[src/rtl/score_window_sequencer.sv]
// score_window_sequencer: streams a song from a synchronous score ROM into a look-ahead
// note window and emits tempo-driven beats. Optional song looping: define SCORE_LOOP_EN.
module score_window_sequencer #(
  parameter int                NOTE_W    = 4,
  parameter int                WINDOW    = 16,
  parameter int                ADDR_W    = 8,
  parameter int                SONG_W    = 2,
  parameter int                TEMPO_W   = 26,
  parameter logic [NOTE_W-1:0] REST_CODE = '0,
  parameter logic [NOTE_W-1:0] END_CODE  = '1
) (
  input  logic                     clk,
  input  logic                     reset,
  input  logic [SONG_W-1:0]        song_sel,
  input  logic [TEMPO_W-1:0]       tempo_cycles,
  input  logic                     start,
  input  logic                     pause,
`ifdef SCORE_LOOP_EN
  input  logic                     loop,
  output logic [7:0]               loop_count,
`endif
  output logic [SONG_W+ADDR_W-1:0] rom_addr,
  input  logic [NOTE_W-1:0]        rom_data,
  output logic [NOTE_W*WINDOW-1:0] window_out,
  output logic                     beat,
  output logic                     busy,
  output logic                     song_done,
  output logic [15:0]              beat_count
);

  typedef enum logic [2:0] {
    S_IDLE,
    S_PREFETCH,
    S_PLAY,
    S_DRAIN,
    S_DONE
  } state_t;

  localparam logic [TEMPO_W-1:0] MIN_PERIOD = TEMPO_W'(4);
  localparam logic [WINDOW-1:0][NOTE_W-1:0] REST_WINDOW = {WINDOW{REST_CODE}};

  state_t                         state;
  logic [SONG_W-1:0]              song_q;
  logic [ADDR_W-1:0]              addr_q;
  logic [TEMPO_W-1:0]             period_q;
  logic [TEMPO_W-1:0]             tempo_cnt;
  logic [NOTE_W-1:0]              next_note;
  logic [1:0]                     fetch_pipe;
  logic [WINDOW-1:0][NOTE_W-1:0]  window_q;
  logic                           beat_tick;

  // fetch_pipe[1] marks the cycle in which rom_data holds the note for addr_q.
  assign beat_tick = (state == S_PLAY || state == S_DRAIN) && !pause &&
                     (tempo_cnt == period_q - TEMPO_W'(1));

  assign rom_addr   = {song_q, addr_q};
  assign window_out = window_q;
  assign busy       = (state == S_PREFETCH) || (state == S_PLAY) || (state == S_DRAIN);
  assign song_done  = (window_q[0] == END_CODE);

  always_ff @(posedge clk) begin
    if (reset) begin
      state      <= S_IDLE;
      song_q     <= '0;
      addr_q     <= '0;
      period_q   <= MIN_PERIOD;
      tempo_cnt  <= '0;
      next_note  <= REST_CODE;
      fetch_pipe <= '0;
      // NOTE: the window is a set of visible flops, not a RAM, so every slot is reset.
      window_q   <= REST_WINDOW;
      beat       <= 1'b0;
      beat_count <= '0;
`ifdef SCORE_LOOP_EN
      loop_count <= '0;
`endif
    end else begin
      // NOTE: defaults first, later non-blocking assignments in this block override them.
      beat       <= 1'b0;
      fetch_pipe <= {fetch_pipe[0], 1'b0};
      if (fetch_pipe[1]) next_note <= rom_data;

      case (state)
        S_IDLE, S_DONE: begin
          if (start) begin
            song_q     <= song_sel;
            period_q   <= (tempo_cycles < MIN_PERIOD) ? MIN_PERIOD : tempo_cycles;
            addr_q     <= '0;
            window_q   <= REST_WINDOW;
            beat_count <= '0;
            tempo_cnt  <= '0;
            fetch_pipe <= 2'b01;
            state      <= S_PREFETCH;
          end
        end

        S_PREFETCH: begin
          if (fetch_pipe[1]) begin
            tempo_cnt <= '0;
            state     <= S_PLAY;
          end
        end

        S_PLAY, S_DRAIN: begin
          if (beat_tick) begin
            tempo_cnt <= '0;
            beat      <= 1'b1;
            if (beat_count != 16'hFFFF) beat_count <= beat_count + 16'd1;

            if (state == S_DRAIN) begin
              window_q <= {REST_CODE, window_q[WINDOW-1:1]};
              if (window_q[1] == END_CODE) state <= S_DONE;
            end else if (next_note == END_CODE) begin
`ifdef SCORE_LOOP_EN
              if (loop) begin
                window_q   <= {REST_CODE, window_q[WINDOW-1:1]};
                addr_q     <= '0;
                fetch_pipe <= 2'b01;
                loop_count <= loop_count + 8'd1;
              end else begin
                window_q <= {next_note, window_q[WINDOW-1:1]};
                state    <= S_DRAIN;
              end
`else
              window_q <= {next_note, window_q[WINDOW-1:1]};
              state    <= S_DRAIN;
`endif
            end else begin
              window_q <= {next_note, window_q[WINDOW-1:1]};
              // The last address of a song never wraps into the next song's space.
              if (addr_q == '1) begin
                next_note <= END_CODE;
              end else begin
                addr_q     <= addr_q + ADDR_W'(1);
                fetch_pipe <= 2'b01;
              end
            end
          end else if (!pause) begin
            tempo_cnt <= tempo_cnt + TEMPO_W'(1);
          end
        end

        default: state <= S_IDLE;
      endcase
    end
  end

endmodule

[config.mk]
export PLATFORM = sky130hd
export DESIGN_NAME = score_window_sequencer
export DESIGN_NICKNAME = d
export VERILOG_FILES = /design/src/rtl/score_window_sequencer.sv
export SDC_FILE = /design/constraint.sdc
export NUM_CORES = 1
export LEC_CHECK = 0
export CORE_MARGIN = 4
export CORE_UTILIZATION = 45
export CTS_CLUSTER_DIAMETER = 30
export CTS_CLUSTER_SIZE = 14
export DETAILED_ROUTE_END_ITERATION = 16
export PLACE_DENSITY = 0.7
export SLEW_MARGIN = 15
export SYNTH_ARGS = -nofsm -noshare
export SYNTH_HDL_FRONTEND = slang
export SYNTH_SLANG_ARGS = --single-unit
[constraint.sdc]
create_clock -name clk -period 8.1 [get_ports clk]
set_clock_uncertainty 0.05 [all_clocks]
set_input_delay 2.025 -clock clk [delete_from_list [all_inputs] [get_ports clk]]
set_output_delay 2.025 -clock clk [all_outputs]
set_load 0.01 [all_outputs]
Word-level counts from Yosys, hierarchy flattened
Index checks and enable logic that the tools add are counted.
Word-level totals
  logic and storage cells: 109
  register bits: 152
Operators by class
  bitwise operators: 1
  $add $sub $neg: 4
  order comparisons: 1
  mux-type cells: 40
  reduce and logical (&&, ||, !) cells: 18
  eq/ne operators: 20
Operators by type and width (number)
  $mux W64: 3
  $mux W26: 5
  $pmux W64 S2: 1
  $pmux W26 S3: 1
  $mux W16: 3
  $mux W8: 5
  $pmux W16 S2: 1
  $add A26 B1 Y26 const B: 1
  $eq A26 B26 Y1: 1
  $lt A26 B3 Y1 const B: 1
  $sub A26 B1 Y26 const B: 1
  $mux W4: 6
  $mux W3: 6
  $add A16 B1 Y16 const B: 1
  $ne A16 B16 Y1 const B: 1
  $pmux W8 S2: 1
  $ne A2 B2 Y1 const B: 7
  $eq A4 B4 Y1 const B: 3
  $mux W2: 5
  $ne A3 B3 Y1 const B: 3
  $pmux W3 S3: 1
  $add A8 B1 Y8 const B: 1
  $eq A8 B8 Y1 const B: 1
  $reduce_and A4 Y1: 2
  17 further kinds: 23

Longest topological paths before layout
Gate-level depths: netlist of run 1.
  depth after elaboration: 6
  gate-level depth with buffers: 15

Worst setup path before layout of run 1
Ideal clock, no wire load.
  path type: input-to-reg
  start: input port pause
  end: register addr_q[7]
  cell stages on the path: 9
  arrival: 4203 ps
  slack: 3775 ps
  library setup time: 72 ps
  cell sequence: nor4_1 o2111ai_1 nor4_1 nand4_1 a2111oi_4 a21oi_2 buf_2 nor4_1 mux2i_1
Between the ends
  cells in the longest elaborated chain, start to end: 5
RTL lines
  start: declaration: RTL line 17  | input logic pause,
  $logic_not A1 Y1
  $logic_and A1 B1 Y1 (2 in a row): RTL line 53  | assign beat_tick = (state == S_PLAY || state == S_DRAIN) && !pause &&
  $ne A2 B2 Y1 (no source line)
  $reduce_and A6 Y1 (no source line)
  end signal: assignment: RTL line 134  | addr_q <= addr_q + ADDR_W'(1);
  end: declaration: RTL line 44  | logic [ADDR_W-1:0] addr_q;
No other way between the ends.
A chain may end at the register's enable or synchronous reset.

Worst setup path after layout of run 1
  start: input port pause
  end: register tempo_cnt[19]
Between the ends
  cells in the longest elaborated chain, start to end: 5
  elaborated cells on any way between the ends: 7
  those cells by class: 1 x eq/ne; 2 x mux; 4 x reduce/logical
RTL lines
  $logic_not A1 Y1
  $logic_and A1 B1 Y1 (2 in a row): RTL line 53
  $ne A3 B3 Y1 (no source line) or $mux W26 (tied branches)
  $reduce_and A4 Y1 (no source line) or $pmux W26 S3 (tied branches)
  end signal: assignment: RTL line 139  | tempo_cnt <= tempo_cnt + TEMPO_W'(1);
  end: declaration: RTL line 46  | logic [TEMPO_W-1:0] tempo_cnt;
Several ways; a longest one is shown, not always the timed one.

==> impl_metrics.ini, run 1 <==
[floorplanning]
ios = 129
die_w_um = 134
rows = 45
die_h_um = 134
die-area_mm2 = 0.0180
initial_core_util_pct = 46.6
design.core.area_mm2 = 0.0154

[sta]
relSlewSlack_pct = 25.1
fin_crit_sh_pct = 64.1
whs_ps = 379
setup_viol = 0
fmax_mhz = 192
slew_viol_final = 0
fin_crit_ps = 5200
final_hold_viol_count = 0
fin_tns_setup_ps = 0
rsz0062_at_grt = false
worst_slew_pin_slew_ps = 1120

[placement]
place_hpwl_um = 12600
place_congestion = 0.867
io_buffers = 128
dp.cells = 1197

[synth]
ys_types = 58
ys_seq_area_share_pct = 42.5
synth_cells = 913
async_flop_share_pct = 0
synth_warnings = 0
synth_flop_cell = dfxtp_1
synth_edf_count = 0
synth_largest_area_cell = dfxtp_1
avgSynthCellArea_um2 = 7.84
synth_nets = 953
synthTopCellsByArea = dfxtp_1, a21oi_1, nand2_1, nand3_1, xor2_1
ys_ff_latch = 152
netlist.area_leader.share_pct = 42.5
synth_area_mm2 = 0.00716

[cts]
ctsResizeCount = 0
path_clk_slew_ps = 60
cts_setup_buffers = 0
clk_latency_ps = 420
cts_tree = built
cts.path.max_buffers = 2
cts.sinks = 152
root_buffer = clkbuf_16
htreeDepth = 4
cts.hold.buffers_added = 0
numCtsBuffers = 17

[critical_path]
worstPathMaxFanout = 18
crit_type = in2reg
cp.required_ps = 8360
crit_arrival_ps = 5450
worstSetupEndpointType = register
startpoint_type = input pin

[power_and_ir_drop]
peakVddDrop_mv = 0.154
p_leak_nw = 3.05
power_density_mw_per_mm2 = 203

[final_layout]
diodes = 0
layoutNonFillerInstCount = 1229
drive_above_1_share_pct = 5.21
area_delta_synth_final_pct = 26.9
fin_nets = 1045
n_fill_cell = 1436
final_common_cell = dfxtp_1
final_cell_mix = dfxtp_1, nand2_1, clkdlybuf4s50_1, a21oi_1, nand3_1

[run_status]
status = finished, final reports clean

[flow_run]
maxCapViolations = 0

[routing]
ant_nets = 0
firstDrtPassIters = 5
viasPerCell = 5.40
wl_um = 19100
drc_errors = 0
dr.first_iter.drc_count = 510
vias = 6638
routedWlPerCell_um = 15.5

[global_route]
grt_pass1_wl_um = 31800
grt_usage_pct = 21.3
antenna_found_initial = 0
gr-total-overflow = 0
grt_pass1_vias = 6326
grt_max_degree = 109

[worst_hold_path]
hold_path_class = reg2reg
## through the flow
stage	setup slack, ps	utilization (%)	area, um^2	power (mW)
CTS	2920	59.1	9080	1.86
global route	2560	59.1	9080	1.92
detailed placement	2480	55.3	8500	1.08
finish	2900	59.1	9080	1.84
floorplan	3780	-	7160	1.00
global placement	2620	55.3	8500	1.08
## cells by family (layout without fill, tap and decap cells)
| group | Yosys count | after routing | synth area share, % |
|---|---|---|---|
| simple gates | 432 | 432 | 29.2 |
| compound gates | 184 | 184 | 15.0 |
| flops | 152 | 152 | 42.5 |
| buf+inv | 75 | 180 | 4.20 |
| xor+xnor | 57 | 57 | 7.17 |
| mux | 9 | 9 | 1.29 |
| fa+ha+maj | 4 | 4 | 0.699 |
## path summary, 6_finish.rpt
path                               startpoint       endpoint  slack [ps]  cells past startpoint
worst max-delay path                    pause  tempo_cnt[19]        2900                     10
worst max register to register    period_q[0]  tempo_cnt[19]        3750                     12
worst min register to register  fetch_pipe[0]  fetch_pipe[1]         380                      2
worst min-delay path            fetch_pipe[0]  fetch_pipe[1]         380                      2
## worst max-delay path, stage by stage
cell and delay, ps:
clkdlybuf4s50_1 460, nor4_1 310, o2111ai_1 160, nor4_1 400, nand4_1 210, a2111oi_4 580, a21oi_2 300, o21ai_1 560
buf_4 350, nor2_1 80
## layer usage
layer / global-route usage [%] / wire [um] / vias to the layer above
met5: 0 / 0 / -
met4: 5.20 / 158 / 0
met3: 7.76 / 1230 / 12
met2: 33.3 / 8770 / 133
met1: 28.3 / 8910 / 3118
li1: - / - / 3375
## cell usage after synthesis, types with 5 or more instances
| cell | n |
|---|---|
| nand3_1 | 96 |
| nand2_1 | 153 |
| nor4_1 | 15 |
| clkbuf_1 | 42 |
| dfxtp_1 | 152 |
| o21ai_0 | 18 |
| nor2b_1 | 6 |
| o211ai_1 | 5 |
| o31ai_1 | 5 |
| inv_1 | 15 |
| or4_1 | 5 |
| nand2b_1 | 6 |
| xor2_1 | 32 |
| nor2_1 | 65 |
| nand4_1 | 11 |
| nor3_1 | 11 |
| or3_1 | 18 |
| buf_2 | 15 |
| mux2i_1 | 7 |
| and3_1 | 18 |
| and2_1 | 5 |
| nand3b_1 | 6 |
| xnor2_1 | 24 |
| a21oi_1 | 122 |
## flip-flops by register name (all words and copies together), names as in the netlist
| register | flops |
|---|---|
| state | 3 |
| beat_count | 16 |
| song_q | 2 |
| tempo_cnt | 26 |
| fetch_pipe | 2 |
| window_out | 64 |
| period_q | 26 |
| next_note | 4 |
| addr_q | 8 |
| beat | 1 |
## area by class of cell
class | instances | area, um^2 | share of cell area, %
Sequential cell | 152 | 3040 | 33.5
Clock inverter | 13 | 134 | 1.47
Tap cell | 211 | 264 | 2.91
Inverter | 15 | 56.3 | 0.620
Timing Repair Buffer | 133 | 1320 | 14.5
Clock buffer | 19 | 443 | 4.88
Multi-Input combinational cell | 686 | 3820 | 42.1
## where the power goes
group	total [mW]	internal [mW]	switching, mW	leakage (nW)
logic	0.264	0.0940	0.170	1.54
clock network	0.775	0.440	0.335	0.274
registers	0.800	0.768	0.0323	1.23
total	1.84	1.30	0.538	3.05
Note: power is estimated with default switching activity, not from simulation.
==> run 2: changes to the inputs <==
Settings changed: PLACE_DENSITY 0.7 to 0.73.
Clock period 8.1 ns to 4.7 ns, I/O delays scaled along.
==> impl_metrics.ini, run 2 (synthesis results as in run 1) <==
[worst_hold_path]
whs_endpoint = fetch_pipe[1]
hold_path_class = reg2reg
min_from = fetch_pipe[0]
hold_depth = 2

[sta]
rsz0062_at_grt = false
relSlewSlack_pct = 49.6
fin_crit_sh_pct = 82.4
fmax_mhz = 258
fin_tns_setup_ps = 0
setup_viol = 0
slew_viol_final = 0
fin_crit_ps = 3870
worst_slew_pin_slew_ps = 757
final_hold_viol_count = 0

[cts]
cts.path.max_buffers = 2
path_clk_slew_ps = 70
clk_latency_ps = 420
htreeDepth = 4
cts.hold.buffers_added = 0
numCtsBuffers = 17
cts_tree = built
cts.sinks = 152
root_buffer = clkbuf_16
cts_setup_buffers = 0
ctsResizeCount = 0

[routing]
wl_met3_um = 1530
ant_nets = 0
wl_met2_um = 8740
viasPerCell = 5.50
wl_um = 19000
vias = 6790
routedWlPerCell_um = 15.4
m1WireLength_um = 8550
top_layer_used = met5
drc_errors = 0
dr.first_iter.drc_count = 544
firstDrtPassIters = 5

[final_layout]
n_fill_cell = 1415
drive_above_1_share_pct = 5.86
fin_nets = 1051
area_delta_synth_final_pct = 27.9
final_cell_mix = dfxtp_1, nand2_1, clkdlybuf4s50_1, a21oi_1, nand3_1
diodes = 0
utilization_pct = 59.5
final_common_cell = dfxtp_1
layoutNonFillerInstCount = 1235
largest_reg_flops = 64
final_area_mm2 = 0.00915

[global_route]
grt_pass1_wl_um = 31400
grt_pass1_vias = 6247
antenna_found_initial = 1
grt_max_degree = 72
gr-total-overflow = 0
grt_usage_pct = 21.2

[floorplanning]
die_h_um = 134
ios = 129
die_w_um = 134
rows = 45
die-area_mm2 = 0.0180
design.core.area_mm2 = 0.0154
initial_core_util_pct = 46.6

[placement]
place_hpwl_um = 13000
io_buffers = 128
postPlaceCellArea_mm2 = 0.00857
place_congestion = 0.879
dp.cells = 1203

[critical_path]
r2r-start = period_q[2]
cp_slowest_cell = clkdlybuf4s50_1
reg2reg_slack_ps = 890
r2r_end = beat_count[3]
worstPathMaxFanout = 50
worstSetupEndpointType = register
cp_cell_sequence = clkdlybuf4s50_1 -> nor4_1 -> o2111ai_1 -> nor4_1 -> nand4_1 -> a2111oi_4 -> nand2_2 -> buf_12 -> o21ai_0 -> a21oi_1
path_buf_inv = 2
crit_arrival_ps = 4100
reg2reg_depth = 11
slowest_delay_ps = 450
cp.required_ps = 4930
critPathTopFamily = simple AND/OR/NAND/NOR gates
crit_type = in2reg
startpoint_type = input pin
path_common_cell = nor4_1

[power_and_ir_drop]
peakVddDrop_mv = 0.250
power_density_mw_per_mm2 = 347
p_leak_nw = 3.10

[run_status]
status = finished, final reports clean

[flow_run]
maxCapViolations = 0
==> run 2: worst max path at each step <==
stage	startpoint	endpoint	slack, ps	depth (start not counted)
3_5_place_dp	pause	beat_count[3]	390	10
4_1_cts	pause	beat_count[3]	830	10
2_1_floorplan	pause	addr_q[7]	1230	9
6_report	pause	beat_count[3]	830	10
5_1_grt	pause	beat_count[3]	420	10
3_3_place_gp	pause	beat_count[3]	440	10
==> run 2: tightest hold or removal path, stage by stage (launching register included) <==
cell	delay (ps)
dfxtp_1	300
nand2_1	50
a21oi_1	30
==> run 2: per-layer routing <==
metal	track usage, %	vias up
met2	32.8	182
met1	28.4	3196
li1	-	3390
met5	0	-
met3	7.31	20
met4	5.71	2
==> run 2: layout make-up <==
| class | count | area (um^2) | share of cell area, % |
|---|---|---|---|
| well taps | 211 | 264 | 2.89 |
| clock inverters | 14 | 138 | 1.50 |
| clock buffers | 18 | 439 | 4.80 |
| repair buffers | 139 | 1390 | 15.2 |
| multi-input cells | 686 | 3820 | 41.8 |
| flip-flops and latches | 152 | 3040 | 33.3 |
| inverters | 15 | 56.3 | 0.615 |
==> run 2: stage by stage <==
step | worst slack (ps) | total power [mW] | hold slack, ps
after global placement | 441 | 1.86 | 357
after global routing | 415 | 3.31 | 398
after detailed placement | 390 | 1.87 | 357
final | 828 | 3.17 | 365
after floorplan | 1230 | 1.72 | 347
after CTS | 826 | 3.19 | 366
==> run 2: power breakdown <==
part	switching [mW]	internal, mW
clock network	0.575	0.757
registers	0.0576	1.32
logic	0.295	0.167
